<file path="src/rtl/rtc_sweep_sequencer_if.sv">
// rtc_sweep_sequencer_if: byte-wide RTC bus between the sweep sequencer and the bus driver
interface rtc_sweep_sequencer_if;
  logic       bus_start;
  logic       bus_write;
  logic [7:0] bus_addr;
  logic [7:0] bus_wdata;
  logic       bus_done;
  logic [7:0] bus_rdata;
  modport master (output bus_start, bus_write, bus_addr, bus_wdata, input bus_done, bus_rdata);
  modport slave (input bus_start, bus_write, bus_addr, bus_wdata, output bus_done, bus_rdata);
endinterface

</file>
<file path="src/rtl/rtc_sweep_sequencer.sv">
// rtc_sweep_sequencer: periodic read sweep and on-demand write sweep of the nine RTC registers
module rtc_sweep_sequencer #(
  parameter int READ_PERIOD = 1_000_000,
  parameter int TIMEOUT     = 255
) (
  input  logic clk,
  input  logic reset,
  input  logic write_req,
  input  logic [7:0] count_seg_hora, count_min_hora, count_hora_hora,
  input  logic [7:0] count_dia_fecha, count_mes_fecha, count_jahr_fecha,
  input  logic [7:0] count_seg_timer, count_min_timer, count_hora_timer,
  rtc_sweep_sequencer_if.master bus,
  output logic [7:0] rtc_seg_hora, rtc_min_hora, rtc_hora_hora,
  output logic [7:0] rtc_dia_fecha, rtc_mes_fecha, rtc_jahr_fecha,
  output logic [7:0] rtc_seg_timer, rtc_min_timer, rtc_hora_timer,
  output logic cs_seg_hora, cs_min_hora, cs_hora_hora,
  output logic cs_dia_fecha, cs_mes_fecha, cs_jahr_fecha,
  output logic cs_seg_timer, cs_min_timer, cs_hora_timer,
  output logic busy,
  output logic bus_error
);
  typedef enum logic [1:0] {IDLE, ISSUE, WAIT, NEXT} state_t;
  localparam int PW = $clog2(READ_PERIOD);
  localparam int TW = $clog2(TIMEOUT + 1);
  state_t state_q, state_d;
  logic [3:0] idx_q, idx_d;
  logic wr_q, wr_d, wpend_q, wpend_d, rpend_q, rpend_d, got_q, got_d;
  logic start_q, start_d, bwrite_q, bwrite_d, err_q, err_d, due;
  logic [PW-1:0] per_q, per_d;
  logic [TW-1:0] wait_q, wait_d;
  logic [7:0] rd_q, rd_d, addr_q, addr_d, wdata_q, wdata_d;
  logic [8:0][7:0] cnt, snap_q, snap_d, rtc_q, rtc_d;
  logic [8:0] cs_q, cs_d;
  assign cnt = {count_hora_timer, count_min_timer, count_seg_timer, count_jahr_fecha,
                count_mes_fecha, count_dia_fecha, count_hora_hora, count_min_hora, count_seg_hora};
  assign {rtc_hora_timer, rtc_min_timer, rtc_seg_timer, rtc_jahr_fecha, rtc_mes_fecha,
          rtc_dia_fecha, rtc_hora_hora, rtc_min_hora, rtc_seg_hora} = rtc_q;
  assign {cs_hora_timer, cs_min_timer, cs_seg_timer, cs_jahr_fecha, cs_mes_fecha,
          cs_dia_fecha, cs_hora_hora, cs_min_hora, cs_seg_hora} = cs_q;
  assign bus.bus_start = start_q;
  assign bus.bus_write = bwrite_q;
  assign bus.bus_addr  = addr_q;
  assign bus.bus_wdata = wdata_q;
  assign busy          = state_q != IDLE;
  assign bus_error     = err_q;
  always_comb begin
    state_d  = state_q;
    idx_d    = idx_q;
    wr_d     = wr_q;
    got_d    = got_q;
    rd_d     = rd_q;
    snap_d   = snap_q;
    rtc_d    = rtc_q;
    wait_d   = wait_q;
    bwrite_d = bwrite_q;
    addr_d   = addr_q;
    wdata_d  = wdata_q;
    err_d    = err_q;
    start_d  = 1'b0;
    cs_d     = '0;
    due      = per_q == PW'(READ_PERIOD - 1);
    per_d    = due ? '0 : per_q + PW'(1);
    // requests seen while busy are remembered; IDLE consumes them
    wpend_d  = wpend_q | write_req;
    rpend_d  = rpend_q | due;
    case (state_q)
      IDLE:
        if (wpend_q | write_req) begin
          state_d = ISSUE;
          wr_d    = 1'b1;
          idx_d   = '0;
          snap_d  = cnt;
          wpend_d = 1'b0;
        end else if (rpend_q | due) begin
          state_d = ISSUE;
          wr_d    = 1'b0;
          idx_d   = '0;
          rpend_d = 1'b0;
        end
      ISSUE: begin
        state_d  = WAIT;
        start_d  = 1'b1;
        wait_d   = '0;
        bwrite_d = wr_q;
        addr_d   = idx_q < 4'd6 ? 8'h21 + {4'd0, idx_q} : 8'h3B + {4'd0, idx_q};
        wdata_d  = wr_q ? snap_q[idx_q] : 8'h00;
      end
      WAIT:
        if (bus.bus_done) begin
          state_d = NEXT;
          got_d   = !wr_q;
          rd_d    = bus.bus_rdata;
        end else if (wait_q == TW'(TIMEOUT - 1)) begin
          state_d = NEXT;
          got_d   = 1'b0;
          err_d   = 1'b1;
        end else
          wait_d = wait_q + TW'(1);
      NEXT: begin
        if (got_q) begin
          rtc_d[idx_q] = rd_q;
          cs_d[idx_q]  = 1'b1;
        end
        state_d = idx_q == 4'd8 ? IDLE : ISSUE;
        idx_d   = idx_q == 4'd8 ? idx_q : idx_q + 4'd1;
      end
      default: state_d = IDLE;
    endcase
  end
  always_ff @(posedge clk)
    if (reset) begin
      state_q  <= IDLE;
      idx_q    <= '0;
      wr_q     <= 1'b0;
      wpend_q  <= 1'b0;
      rpend_q  <= 1'b0;
      got_q    <= 1'b0;
      start_q  <= 1'b0;
      bwrite_q <= 1'b0;
      err_q    <= 1'b0;
      per_q    <= '0;
      wait_q   <= '0;
      rd_q     <= '0;
      addr_q   <= '0;
      wdata_q  <= '0;
      snap_q   <= '0;
      rtc_q    <= '0;
      cs_q     <= '0;
    end else begin
      state_q  <= state_d;
      idx_q    <= idx_d;
      wr_q     <= wr_d;
      wpend_q  <= wpend_d;
      rpend_q  <= rpend_d;
      got_q    <= got_d;
      start_q  <= start_d;
      bwrite_q <= bwrite_d;
      err_q    <= err_d;
      per_q    <= per_d;
      wait_q   <= wait_d;
      rd_q     <= rd_d;
      addr_q   <= addr_d;
      wdata_q  <= wdata_d;
      snap_q   <= snap_d;
      rtc_q    <= rtc_d;
      cs_q     <= cs_d;
    end
endmodule

</file>
<file path="src/flat_wrapper.sv">
// flat-port wrapper written by rule: the top's interface ports become plain ports
module rtc_sweep_sequencer_flat 
#(
  parameter int READ_PERIOD = 1_000_000,
  parameter int TIMEOUT     = 255
)
  (clk, reset, write_req, count_seg_hora, count_min_hora, count_hora_hora, count_dia_fecha, count_mes_fecha, count_jahr_fecha, count_seg_timer, count_min_timer, count_hora_timer, rtc_seg_hora, rtc_min_hora, rtc_hora_hora, rtc_dia_fecha, rtc_mes_fecha, rtc_jahr_fecha, rtc_seg_timer, rtc_min_timer, rtc_hora_timer, cs_seg_hora, cs_min_hora, cs_hora_hora, cs_dia_fecha, cs_mes_fecha, cs_jahr_fecha, cs_seg_timer, cs_min_timer, cs_hora_timer, busy, bus_error, bus_bus_start, bus_bus_write, bus_bus_addr, bus_bus_wdata, bus_bus_done, bus_bus_rdata);
  rtc_sweep_sequencer_if bus_i ();
  input  logic clk;
  input  logic reset;
  input  logic write_req;
  input  logic [7:0] count_seg_hora;
  input  logic [7:0] count_min_hora;
  input  logic [7:0] count_hora_hora;
  input  logic [7:0] count_dia_fecha;
  input  logic [7:0] count_mes_fecha;
  input  logic [7:0] count_jahr_fecha;
  input  logic [7:0] count_seg_timer;
  input  logic [7:0] count_min_timer;
  input  logic [7:0] count_hora_timer;
  output logic [7:0] rtc_seg_hora;
  output logic [7:0] rtc_min_hora;
  output logic [7:0] rtc_hora_hora;
  output logic [7:0] rtc_dia_fecha;
  output logic [7:0] rtc_mes_fecha;
  output logic [7:0] rtc_jahr_fecha;
  output logic [7:0] rtc_seg_timer;
  output logic [7:0] rtc_min_timer;
  output logic [7:0] rtc_hora_timer;
  output logic cs_seg_hora;
  output logic cs_min_hora;
  output logic cs_hora_hora;
  output logic cs_dia_fecha;
  output logic cs_mes_fecha;
  output logic cs_jahr_fecha;
  output logic cs_seg_timer;
  output logic cs_min_timer;
  output logic cs_hora_timer;
  output logic busy;
  output logic bus_error;
  output wire logic [$bits(bus_i.bus_start)-1:0] bus_bus_start;
  output wire logic [$bits(bus_i.bus_write)-1:0] bus_bus_write;
  output wire logic [$bits(bus_i.bus_addr)-1:0] bus_bus_addr;
  output wire logic [$bits(bus_i.bus_wdata)-1:0] bus_bus_wdata;
  input wire logic [$bits(bus_i.bus_done)-1:0] bus_bus_done;
  input wire logic [$bits(bus_i.bus_rdata)-1:0] bus_bus_rdata;
  assign bus_bus_start = bus_i.bus_start;
  assign bus_bus_write = bus_i.bus_write;
  assign bus_bus_addr = bus_i.bus_addr;
  assign bus_bus_wdata = bus_i.bus_wdata;
  assign bus_i.bus_done = bus_bus_done;
  assign bus_i.bus_rdata = bus_bus_rdata;
  rtc_sweep_sequencer #(.READ_PERIOD(READ_PERIOD), .TIMEOUT(TIMEOUT)) u_core (.clk(clk), .reset(reset), .write_req(write_req), .count_seg_hora(count_seg_hora), .count_min_hora(count_min_hora), .count_hora_hora(count_hora_hora), .count_dia_fecha(count_dia_fecha), .count_mes_fecha(count_mes_fecha), .count_jahr_fecha(count_jahr_fecha), .count_seg_timer(count_seg_timer), .count_min_timer(count_min_timer), .count_hora_timer(count_hora_timer), .bus(bus_i), .rtc_seg_hora(rtc_seg_hora), .rtc_min_hora(rtc_min_hora), .rtc_hora_hora(rtc_hora_hora), .rtc_dia_fecha(rtc_dia_fecha), .rtc_mes_fecha(rtc_mes_fecha), .rtc_jahr_fecha(rtc_jahr_fecha), .rtc_seg_timer(rtc_seg_timer), .rtc_min_timer(rtc_min_timer), .rtc_hora_timer(rtc_hora_timer), .cs_seg_hora(cs_seg_hora), .cs_min_hora(cs_min_hora), .cs_hora_hora(cs_hora_hora), .cs_dia_fecha(cs_dia_fecha), .cs_mes_fecha(cs_mes_fecha), .cs_jahr_fecha(cs_jahr_fecha), .cs_seg_timer(cs_seg_timer), .cs_min_timer(cs_min_timer), .cs_hora_timer(cs_hora_timer), .busy(busy), .bus_error(bus_error));
endmodule
</file>
<file path="config.mk">
export PLATFORM = sky130hd
export DESIGN_NAME = rtc_sweep_sequencer_flat
export DESIGN_NICKNAME = d
export VERILOG_FILES = /design/src/rtl/rtc_sweep_sequencer_if.sv /design/src/rtl/rtc_sweep_sequencer.sv /design/src/flat_wrapper.sv
export SDC_FILE = /design/constraint.sdc
export NUM_CORES = 1
export LEC_CHECK = 0
export CORE_MARGIN = 2
export CORE_UTILIZATION = 50
export DETAILED_ROUTE_END_ITERATION = 16
export GPL_ROUTABILITY_DRIVEN = 0
export PLACE_DENSITY = 0.79
export SETUP_SLACK_MARGIN = 0.3
export SLEW_MARGIN = 20
export SYNTH_ARGS = -nofsm -noshare
export SYNTH_HDL_FRONTEND = slang
export SYNTH_SLANG_ARGS = --single-unit
</file>
<file path="constraint.sdc">
create_clock -name clk -period 2.9 [get_ports clk]
set_clock_uncertainty 0.05 [all_clocks]
set_input_delay 0.725 -clock clk [delete_from_list [all_inputs] [get_ports clk]]
set_output_delay 0.725 -clock clk [all_outputs]
set_load 0.05 [all_outputs]
</file>
==> summary.md <==
| Metric | Value |
|---|---|
| Initial antenna violation count | 0 |
| Clock network latency to the later pin of the worst-skew pair | 0.51 ns |
| Post-synth EDFFs | 0 |
| Critical Path, Cell by Cell | clkdlybuf4s50_1 |
| CTS root buffer | clkbuf_16 |
| Static Leak | 3.90 nW |
| Overflow after GRT | 0 |
| VDD IR max | 0.000538 V |
| Max stage delay on crit path | 0.84 ns |
| Chip Width | 136 um |
| Area occupied by multi-input gates | 0.00399 mm^2 |
| Setup violators final | 0 |
| Synth top area share | 50.0% |
| Worst-path fanout max | 2 |
| Max_cap viols | 0 |
| Syn_area_per_cell | 8.39 um^2 |
| Placed Area | 0.0107 mm^2 |
| IO buf count | 183 |
| CP max stage cell | clkdlybuf4s50_1 |
| Number of global-route vias before repair | 6992 |
| Required @ worst endpoint | 2.12 ns |
| RSZ-0062 raised after global routing | no |
| Initial Utilization | 50.6% |
| Hpwl dp | 15.0 mm |
| Cell taking the most area after synthesis | dfxtp_1 |
| Sequential share of the synthesized area | 50.0% |
| Relative slew slack | 48.2% |
| Top cells by area, synth | dfxtp_1 50%, nand2_1 10%, a21oi_1 10% |
| PnR worst setup slack | 0.386 ns |
| GR Util All Layers | 24.0% |
| Fin crit period | 2.51 ns |
| Arrival time at the worst endpoint | 1.74 ns |
| FF+latch count, synth | 217 |
| Register area | 0.00434 mm^2 |
| Upper clock frequency limit | 398 MHz |
| Delay-heaviest family, CP | buffers and inverters |
| Worst slew pin tran | 0.775 ns |
| Hold Fails Final Rpt | 0 |
| DR WL/cell | 15.7 um |
| # IOs | 185 |
| Distinct cells, synth | 54 |
| Crit. End Element | output port |
| Via-per-instance ratio | 5.43 |
| CP startpoint kind | register |
| Status | finished clean |
| 1st-pass router iterations | 5 |
| Asr flop ratio synth | 0% |
| Most used DFF post-synth | dfxtp_1 |
| Synth Cell Area | 0.00870 mm^2 |
| Fin crit share | 86.7% |
| Critical Setup Path Class | reg2out |
| CTS tree | built |
| Setup TNS | 0 ns |
| Pre-CTS WS | 0.461 ns |
| Pwr dens | 696 mW/mm^2 |
| Clock Path Buffers | 3 |
| 1st-iter DRT viols | 616 |
| Routed vias | 7727 |
| Antenna Cells | 0 |
| Die height | 136 um |
| Area Overhead vs Synth | 30.8% |
| Number of cell rows | 48 |
| Fillcell total | 1420 |
| CTS buffer count | 23 |
| Core area | 0.0172 mm^2 |
| Die area | 0.0185 mm^2 |
| Largest net degree at the start of global routing | 102 |
| Design area | 0.0114 mm^2 |
| WHS | 0.394 ns |
| Layout Nets | 1279 |
| Clk sinks | 217 |
| Hold WC Path Type | reg2reg |
| Clock transition at the registers of the reported paths | 0.06 ns |
| Ys Warns | 0 |
| First-pass GRT wire length | 35.6 mm |
| Antenna violation net count after detailed routing | 0 |
| Layout cells sized above 1 | 7.34% |
| Total number of H-tree levels | 1 |
| WL final | 22.4 mm |
| Buf/Inv on CP | 1 |
| Post-route DRC violation count | 0 |
| Synth Instances | 1036 |
| Syn Nets | 1131 |
| Post-CTS setup buffers | 0 |
| Final Slew Violations | 0 |
## power by group
group / switching [W] / total, W / internal [W]
clock network: 0.00117 / 0.00276 / 0.00159
registers: 0.000227 / 0.00353 / 0.00330
logic: 0.000996 / 0.00162 / 0.000627
total: 0.00239 / 0.00792 / 0.00552
## per-stage QoR
stage | power [W] | util, % | std cells
after floorplan | 0.00463 | - | 1036
after global placement | 0.00517 | 62.1 | 1384
after detailed placement | 0.00520 | 62.1 | 1384
after CTS | 0.00795 | 66.2 | 1424
after global routing | 0.00828 | 66.2 | 1424
final | 0.00792 | 66.2 | 1424
## cell families after synthesis
family | share of synthesized area (%)
adders and majority gates | 1.58
AOI/OAI and AO/OA | 12.8
buffers and inverters | 4.50
xor gates and xnor gates | 2.32
other | 0.0431
muxes | 6.33
DFF | 50.0
and+or+nand+nor | 22.4
## state kept, by name (all words and copies together), names as in the netlist, 2 cells and up
name,flops
u_core.rd_q,8
u_core.bus.bus_addr,7
u_core.rtc_jahr_fecha,8
u_core.rtc_seg_timer,8
u_core.state_q,2
u_core.cs_q,9
u_core.bus.bus_wdata,8
u_core.rtc_dia_fecha,8
u_core.per_q,20
u_core.rtc_mes_fecha,8
u_core.rtc_min_timer,8
u_core.rtc_hora_hora,8
u_core.idx_q,4
u_core.snap_q,72
u_core.rtc_seg_hora,8
u_core.rtc_hora_timer,8
u_core.wait_q,8
u_core.rtc_min_hora,8
## layout make-up
cell class | instances | area share, %
repair buffers | 201 | 17.6
clock buffers | 28 | 5.40
inverters | 14 | 0.462
flip-flops and latches | 217 | 38.2
clock inverters | 12 | 0.803
multi-input cells | 727 | 35.1
well taps | 225 | 2.47
## final timing paths
path,startpoint,end,slack [ns],cells past startpoint
worst max-delay path,u_core.bus.bus_wdata[0]$_SDFFE_PP0P_,bus_bus_wdata[0],0.39,1
worst min-delay path,u_core.per_q[0]$_SDFF_PP0_,u_core.per_q[0]$_SDFF_PP0_,0.39,1
worst max register to register,u_core.state_q[0]$_SDFFE_PP0P_,u_core.rtc_min_hora[7]$_SDFFE_PP0P_,0.60,6
worst min register to register,u_core.per_q[0]$_SDFF_PP0_,u_core.per_q[0]$_SDFF_PP0_,0.39,1
## synthesized netlist by cell type (all sizes together) (3+ instances only)
| master | count |
|---|---|
| buf | 17 |
| inv | 13 |
| dfxtp | 217 |
| ha | 11 |
| a21oi | 174 |
| mux2i | 19 |
| nor2b | 3 |
| mux4 | 16 |
| nand4 | 5 |
| nand3b | 3 |
| and3 | 4 |
| nand3 | 87 |
| or3 | 5 |
| and2 | 3 |
| xnor2 | 20 |
| nand2 | 240 |
| a211oi | 5 |
| o21ai | 17 |
| xor2 | 3 |
| nand2b | 6 |
| nor3 | 7 |
| clkbuf | 61 |
| nor2 | 75 |
## routing by layer
metal,wire (um),up-vias,GRT usage (%)
li1,-,3807,-
met1,9750,3616,32.7
met2,10700,260,39.4
met3,1430,44,4.03
met4,534,0,6.83
met5,0,-,0
## layout by cell type (no fill, tap or decap), drive strengths merged, types with 2 or more instances in the layout
cell	synthesis	routed
nand3b	3	3
ha	11	11
clkbuf	61	28
inv	13	14
a211oi	5	5
mux4	16	16
clkdlybuf4s50	0	181
nand2	240	240
nand4b	2	2
a21oi	174	174
nor3b	2	2
xor2	3	3
nor2	75	75
dfxtp	217	217
nand4	5	5
o21ai	17	17
nand2b	6	6
xnor2	20	20
nand3	87	87
o32ai	2	2
nor3	7	7
clkinv	1	10
nor2b	3	3
and4	2	2
buf	17	20
or3	5	5
a31oi	2	2
and3	4	4
and2	3	3
mux2i	19	19
## what timing repair did
action | in CTS | in global routing
endpoints found under the setup margin | 0 | 1
hold buffers | 0 | 0
hold endpoints to repair | 0 | 0
resized for setup | 0 | 1
Note: power is estimated with default switching activity, not from simulation.
==> edit 1, RTL diff (same flow settings) <==
Reset style: asynchronous (`reset`), changed in one clocked block.
--- a/src/rtl/rtc_sweep_sequencer.sv
+++ b/src/rtl/rtc_sweep_sequencer.sv
@@ -107,7 +107,7 @@
       default: state_d = IDLE;
     endcase
   end
-  always_ff @(posedge clk)
+  always_ff @(posedge clk or posedge reset)
     if (reset) begin
       state_q  <= IDLE;
       idx_q    <= '0;
Check against the original RTL: differs if reset is asserted again (counterexample within 4 cycles, from zero or initial values and one cycle with reset high); with reset held inactive, the same outputs for 10 cycles.
==> edit 1 against the original RTL <==
Synthesized area grew 5.2%. Utilization rose by 0.58 points. Sequential cell count unchanged. Cell count down 23%. Register-to-register slack got worse by 40 ps. Cell area is 5.5% higher. Setup slack improved by 8.5 ps. Count of clock-buffer cells in the layout increased by 4. First-iteration DRC count is 53% lower. Routed wire length down 5.5%.
Power is not compared: it rests on default switching activity, and its combinational part moved more than twofold at a synthesized area within 25%.
==> edit 1: results (changes against the original RTL) <==
Yosys
  • Syn_nets: 764 (-32%)
  • Proportion of synthesized chip area in sequential cells: 59.3% (+9.4 points)
  • Library cells used by synthesis: 52 (-3.7%)
  • Post-synth EDFFs: 0 (unchanged)
  • Ranking of synthesized cells by area: dfrtp_1, mux2_2, mux4_2, nand2_1, ha_1
  • Cells after synthesis: 668 (-36%)
  • Most frequent cell after synthesis: dfrtp_1
  • Ys async rst share: 100% (+100 points)

Worst setup path
  • R2R setup slack: 560 ps (-40 ps)
  • Reg-to-Reg End: u_core.idx_q[2]$_DFFE_PP0P_
  • Setup crit end: busy
  • FF-to-FF Start: u_core.per_q[13]$_DFF_PP0_
  • Worst path slowest cell: dfrtp_1
  • Top delay family on crit path: flip-flops
  • R2r worst-path depth: 5 (-1)
  • Beginning of the critical path: u_core.state_q[0]$_DFFE_PP0P_

Layout
  • Sequential share of cell area: 45.2% (+7.1 points)
  • # fillers: 1,273 (-10%)
  • Area Growth Syn to Fin: 31.2%
  • NonClk Buf Share: 16.1% (-1.5 points)
  • Invs w/o clock: 20 (+6)
  • Layout Nets: 952 (-26%)
  • Fraction of layout cells with a size suffix above 1: 25.1% (+18 points)
  • Clk tree area frac: 6.13% (-0.073 points)
  • Multi-input combinational area share: 29.5% (-5.6 points)
  • Multi-input gate area in the final layout: 3540 µm² (-11%)
  • Clock Buffer Count: 32 (+14%)
  • Bufs w/o clock: 192 (-4.5%)

Route
  • Routed len/inst: 19.3 µm (+23%)
  • Detailed Routing Iterations Pass 1: 4 (-1)
  • Initial DRC Count: 288 (-53%)
  • Vias: 5,964 (-23%)

Placed design
  • Pre-CTS setup slack: 423 ps (-38.7 ps)
  • Placed Area: 11,300 µm² (+5.6%)
  • DP HPWL: 15.0 mm (+0.19%)

Global routing
  • First-pass GRT wire length: 33.7 mm (-5.3%)
  • Antenna violations before repair: 1 (+1)
  • Global-route usage over all layers: 21.7% (-2.2 points)
  • Vias in the first global route: 6,412 (-8.3%)
  • Largest net degree at the start of global routing: 90 (-12%)

Timing
  • Relative slew slack: 44.9% (-3.2 points)
  • Final setup margin: 394 ps (+8.51 ps)

Status
  • Status: finished, final reports clean
## edit 1: cells by family after synthesis
group | Yosys count | synth area share, %
mux | 175 | 23.4
other cells | 1 | 0.0410
fa+ha+maj | 12 | 1.64
flops | 217 | 59.3
simple gates | 141 | 7.83
compound gates | 53 | 3.66
xor+xnor | 20 | 1.91
buf+inv | 49 | 2.20
## edit 1: how the worst min path moves through the flow
stage / startpoint / endpoint / slack, ps / cells after the start
after floorplan: u_core.per_q[19]$_DFF_PP0_ / u_core.per_q[19]$_DFF_PP0_ / 400 / 1
after global placement: u_core.rtc_seg_hora[5]$_DFFE_PP0P_ / u_core.rtc_seg_hora[5]$_DFFE_PP0P_ / 410 / 2
after detailed placement: u_core.rtc_seg_hora[5]$_DFFE_PP0P_ / u_core.rtc_seg_hora[5]$_DFFE_PP0P_ / 430 / 2
after CTS: reset / u_core.snap_q[24]$_DFFE_PP0P_ / 430 / 2
after global routing: reset / u_core.snap_q[24]$_DFFE_PP0P_ / 440 / 2
final: u_core.rtc_seg_hora[5]$_DFFE_PP0P_ / u_core.rtc_seg_hora[5]$_DFFE_PP0P_ / 430 / 2
## edit 1: power groups by stage
stage          clock, mW  sequential (mW)  combinational (mW)
2_1_floorplan          0             5.38                2.31
3_3_place_gp           0             4.62                4.33
3_5_place_dp           0             4.70                4.48
4_1_cts             2.90             4.66                4.50
5_1_grt             3.04             4.78                4.73
6_report            2.85             4.67                4.45
## edit 1: tightest hold or removal path, stage by stage, from the launching register on
cell and delay (ps):
dfrtp_1 340, nand2_1 50, nand2_1 50
## edit 1: routing by layer
layer	vias up	part of all wire, %	track usage (%)	routed length [µm]
li1	2727	-	-	-
met1	3032	40	27.1	8530
met2	164	51	37.3	10700
met3	41	6.3	5.71	1320
met4	0	2.8	6.91	585
met5	-	0	0	0
==> edit 2, RTL diff (config.mk and constraints unchanged) <==
Made on the original files. `READ_PERIOD` is set to 1_000_000 in 2 places; all go to 2_000_000.
--- a/src/rtl/rtc_sweep_sequencer.sv
+++ b/src/rtl/rtc_sweep_sequencer.sv
@@ -1,6 +1,6 @@
 // rtc_sweep_sequencer: periodic read sweep and on-demand write sweep of the nine RTC registers
 module rtc_sweep_sequencer #(
-  parameter int READ_PERIOD = 1_000_000,
+  parameter int READ_PERIOD = 2_000_000,
   parameter int TIMEOUT     = 255
 ) (
   input  logic clk,
--- a/src/flat_wrapper.sv
+++ b/src/flat_wrapper.sv
@@ -1,7 +1,7 @@
 // flat-port wrapper written by rule: the top's interface ports become plain ports
 module rtc_sweep_sequencer_flat 
 #(
-  parameter int READ_PERIOD = 1_000_000,
+  parameter int READ_PERIOD = 2_000_000,
   parameter int TIMEOUT     = 255
 )
   (clk, reset, write_req, count_seg_hora, count_min_hora, count_hora_hora, count_dia_fecha, count_mes_fecha, count_jahr_fecha, count_seg_timer, count_min_timer, count_hora_timer, rtc_seg_hora, rtc_min_hora, rtc_hora_hora, rtc_dia_fecha, rtc_mes_fecha, rtc_jahr_fecha, rtc_seg_timer, rtc_min_timer, rtc_hora_timer, cs_seg_hora, cs_min_hora, cs_hora_hora, cs_dia_fecha, cs_mes_fecha, cs_jahr_fecha, cs_seg_timer, cs_min_timer, cs_hora_timer, busy, bus_error, bus_bus_start, bus_bus_write, bus_bus_addr, bus_bus_wdata, bus_bus_done, bus_bus_rdata);
Function: same outputs for any inputs over 10 cycles, from zero or initial values and one cycle with reset high; that may be too few to reach the edited logic, so the function may still have changed.
==> edit 2 against the original RTL <==
Routed wire length decreased by 1.9%. Synthesized area decreased by 0.65%. Sequential cell count grew 1. Register-to-register slack improved by 90 ps. Power decreased by 1.8%. Cell area down 0.25%. Combinational power fell by 6%. Cell count is 1.1% lower. Setup slack improved by 29 ps. Critical path type unchanged. Largest cell class unchanged. Largest power group unchanged. Highest routed layer unchanged.
==> edit 2: results (changes against the original RTL) <==
Global routing
  • Routing usage on met2: 39.9% (+0.54 points)
  • Largest net degree at the start of global routing: 89 (-13%)
  • GR Util met3: 3.78% (-0.25 points)
  • Global-route usage over all layers: 23.4% (-0.55 points)
  • Vias in the first global route: 7,041 (+0.70%)

Route
  • Highest routed layer: met4
  • Routed len/inst: 15.6 µm (-0.78%)
  • M1 wire length: 9.44 mm (-3.3%)
  • Metal3 WL: 1.46 mm (+2.5%)
  • Total Wirelength: 22.0 mm (-1.9%)
  • Initial DRC Count: 493 (-20%)
  • Met2 routed WL: 10.7 mm (-0.35%)

Layout
  • Biggest regs: u_core.snap_q x72, u_core.per_q x21, u_core.cs_q x9
  • Fraction of layout cells with a size suffix above 1: 6.85% (-0.49 points)
  • Layout Nets: 1,264 (-1.2%)
  • N_diodes: 0 (unchanged)

Yosys
  • Adder-Cell Fraction of Synth Area: 1.74% (+0.16 points)
  • Most frequent cells after synthesis: nand2_1, dfxtp_1, a21oi_1
  • Syn_nets: 1,111 (-1.8%)
  • Ranking of synthesized cells by area: dfxtp_1, nand2_1, a21oi_1, nand3_1, mux4_2
  • Library cells used by synthesis: 49 (-9.3%)
  • Proportion of synthesized chip area in sequential cells: 50.5% (+0.56 points)
  • Avg Inst Size Synth: 8.51 µm² (+1.4%)
  • XOR/XNOR Fraction of Synth Area: 2.43% (+0.12 points)

Power and ir drop
  • VDD IR max: 0.458 mV (-15%)
  • LEAKAGE: 4.05 nW (+3.9%)

Worst setup path
  • Delay of the slowest critical-path stage: 880 ps (+40 ps)
  • R2R setup slack: 690 ps (+90 ps)
  • Data arrival time of the worst path: 1710 ps (-30 ps)

Timing
  • Worst-Margin Slew: 884 ps (+108 ps)
  • Fmax: 402 MHz (+1.2%)

Placed design
  • Pre-CTS setup slack: 364 ps (-97.4 ps)
  • DP HPWL: 15.3 mm (+2.0%)
  • Placed cell count: 1,369 (-1.1%)
  • Placed Area: 10,600 µm² (-0.45%)

CTS
  • Cts bufs inserted: 22 (-4.3%)

Status
  • Status: finished, final reports clean
-- edit 2: cell families (layout without fill, tap and decap cells) --
family                     count (synthesis)  in the layout
AOI/OAI and AO/OA                        195            195
muxes                                     45             45
adders and majority gates                 12             12
DFF                                      218            218
xor gates and xnor gates                  24             24
other                                      1              1
and+or+nand+nor                          433            433
buffers and inverters                     87            255
-- edit 2: layout make-up --
class                   instances  area [µm²]  share of cell area [%]
repair buffers                201        1970                    17.3
clock inverters                 6        61.3                   0.540
clock buffers                  33         663                    5.84
flip-flops and latches        218        4360                    38.5
well taps                     225         282                    2.48
inverters                      15        56.3                   0.496
multi-input cells             710        3960                    34.9
-- edit 2: final timing paths --
| check | startpoint | to | cells after the start |
|---|---|---|---|
| worst max-delay path | u_core.bus.bus_wdata[0]$_SDFFE_PP0P_ | bus_bus_wdata[0] | 1 |
| worst min-delay path | u_core.rtc_mes_fecha[3]$_SDFFE_PP0P_ | u_core.rtc_mes_fecha[3]$_SDFFE_PP0P_ | 2 |
| worst max register to register | u_core.state_q[0]$_SDFFE_PP0P_ | u_core.rtc_jahr_fecha[7]$_SDFFE_PP0P_ | 6 |
| worst min register to register | u_core.rtc_mes_fecha[3]$_SDFFE_PP0P_ | u_core.rtc_mes_fecha[3]$_SDFFE_PP0P_ | 2 |
-- edit 2: power breakdown --
group          internal (mW)  switching [mW]  leakage, nW
clock                   1.67            1.13        0.355
sequential              3.25           0.184         1.77
combinational          0.585           0.949         1.93
total                   5.51            2.26         4.05
-- edit 2: worst reg2reg max path, delay by kind of cell, from the launching register on --
family	cells	cell delay (ps)
flops	1	400
compound gates	1	80
simple gates	4	1240
fa+ha+maj	1	290
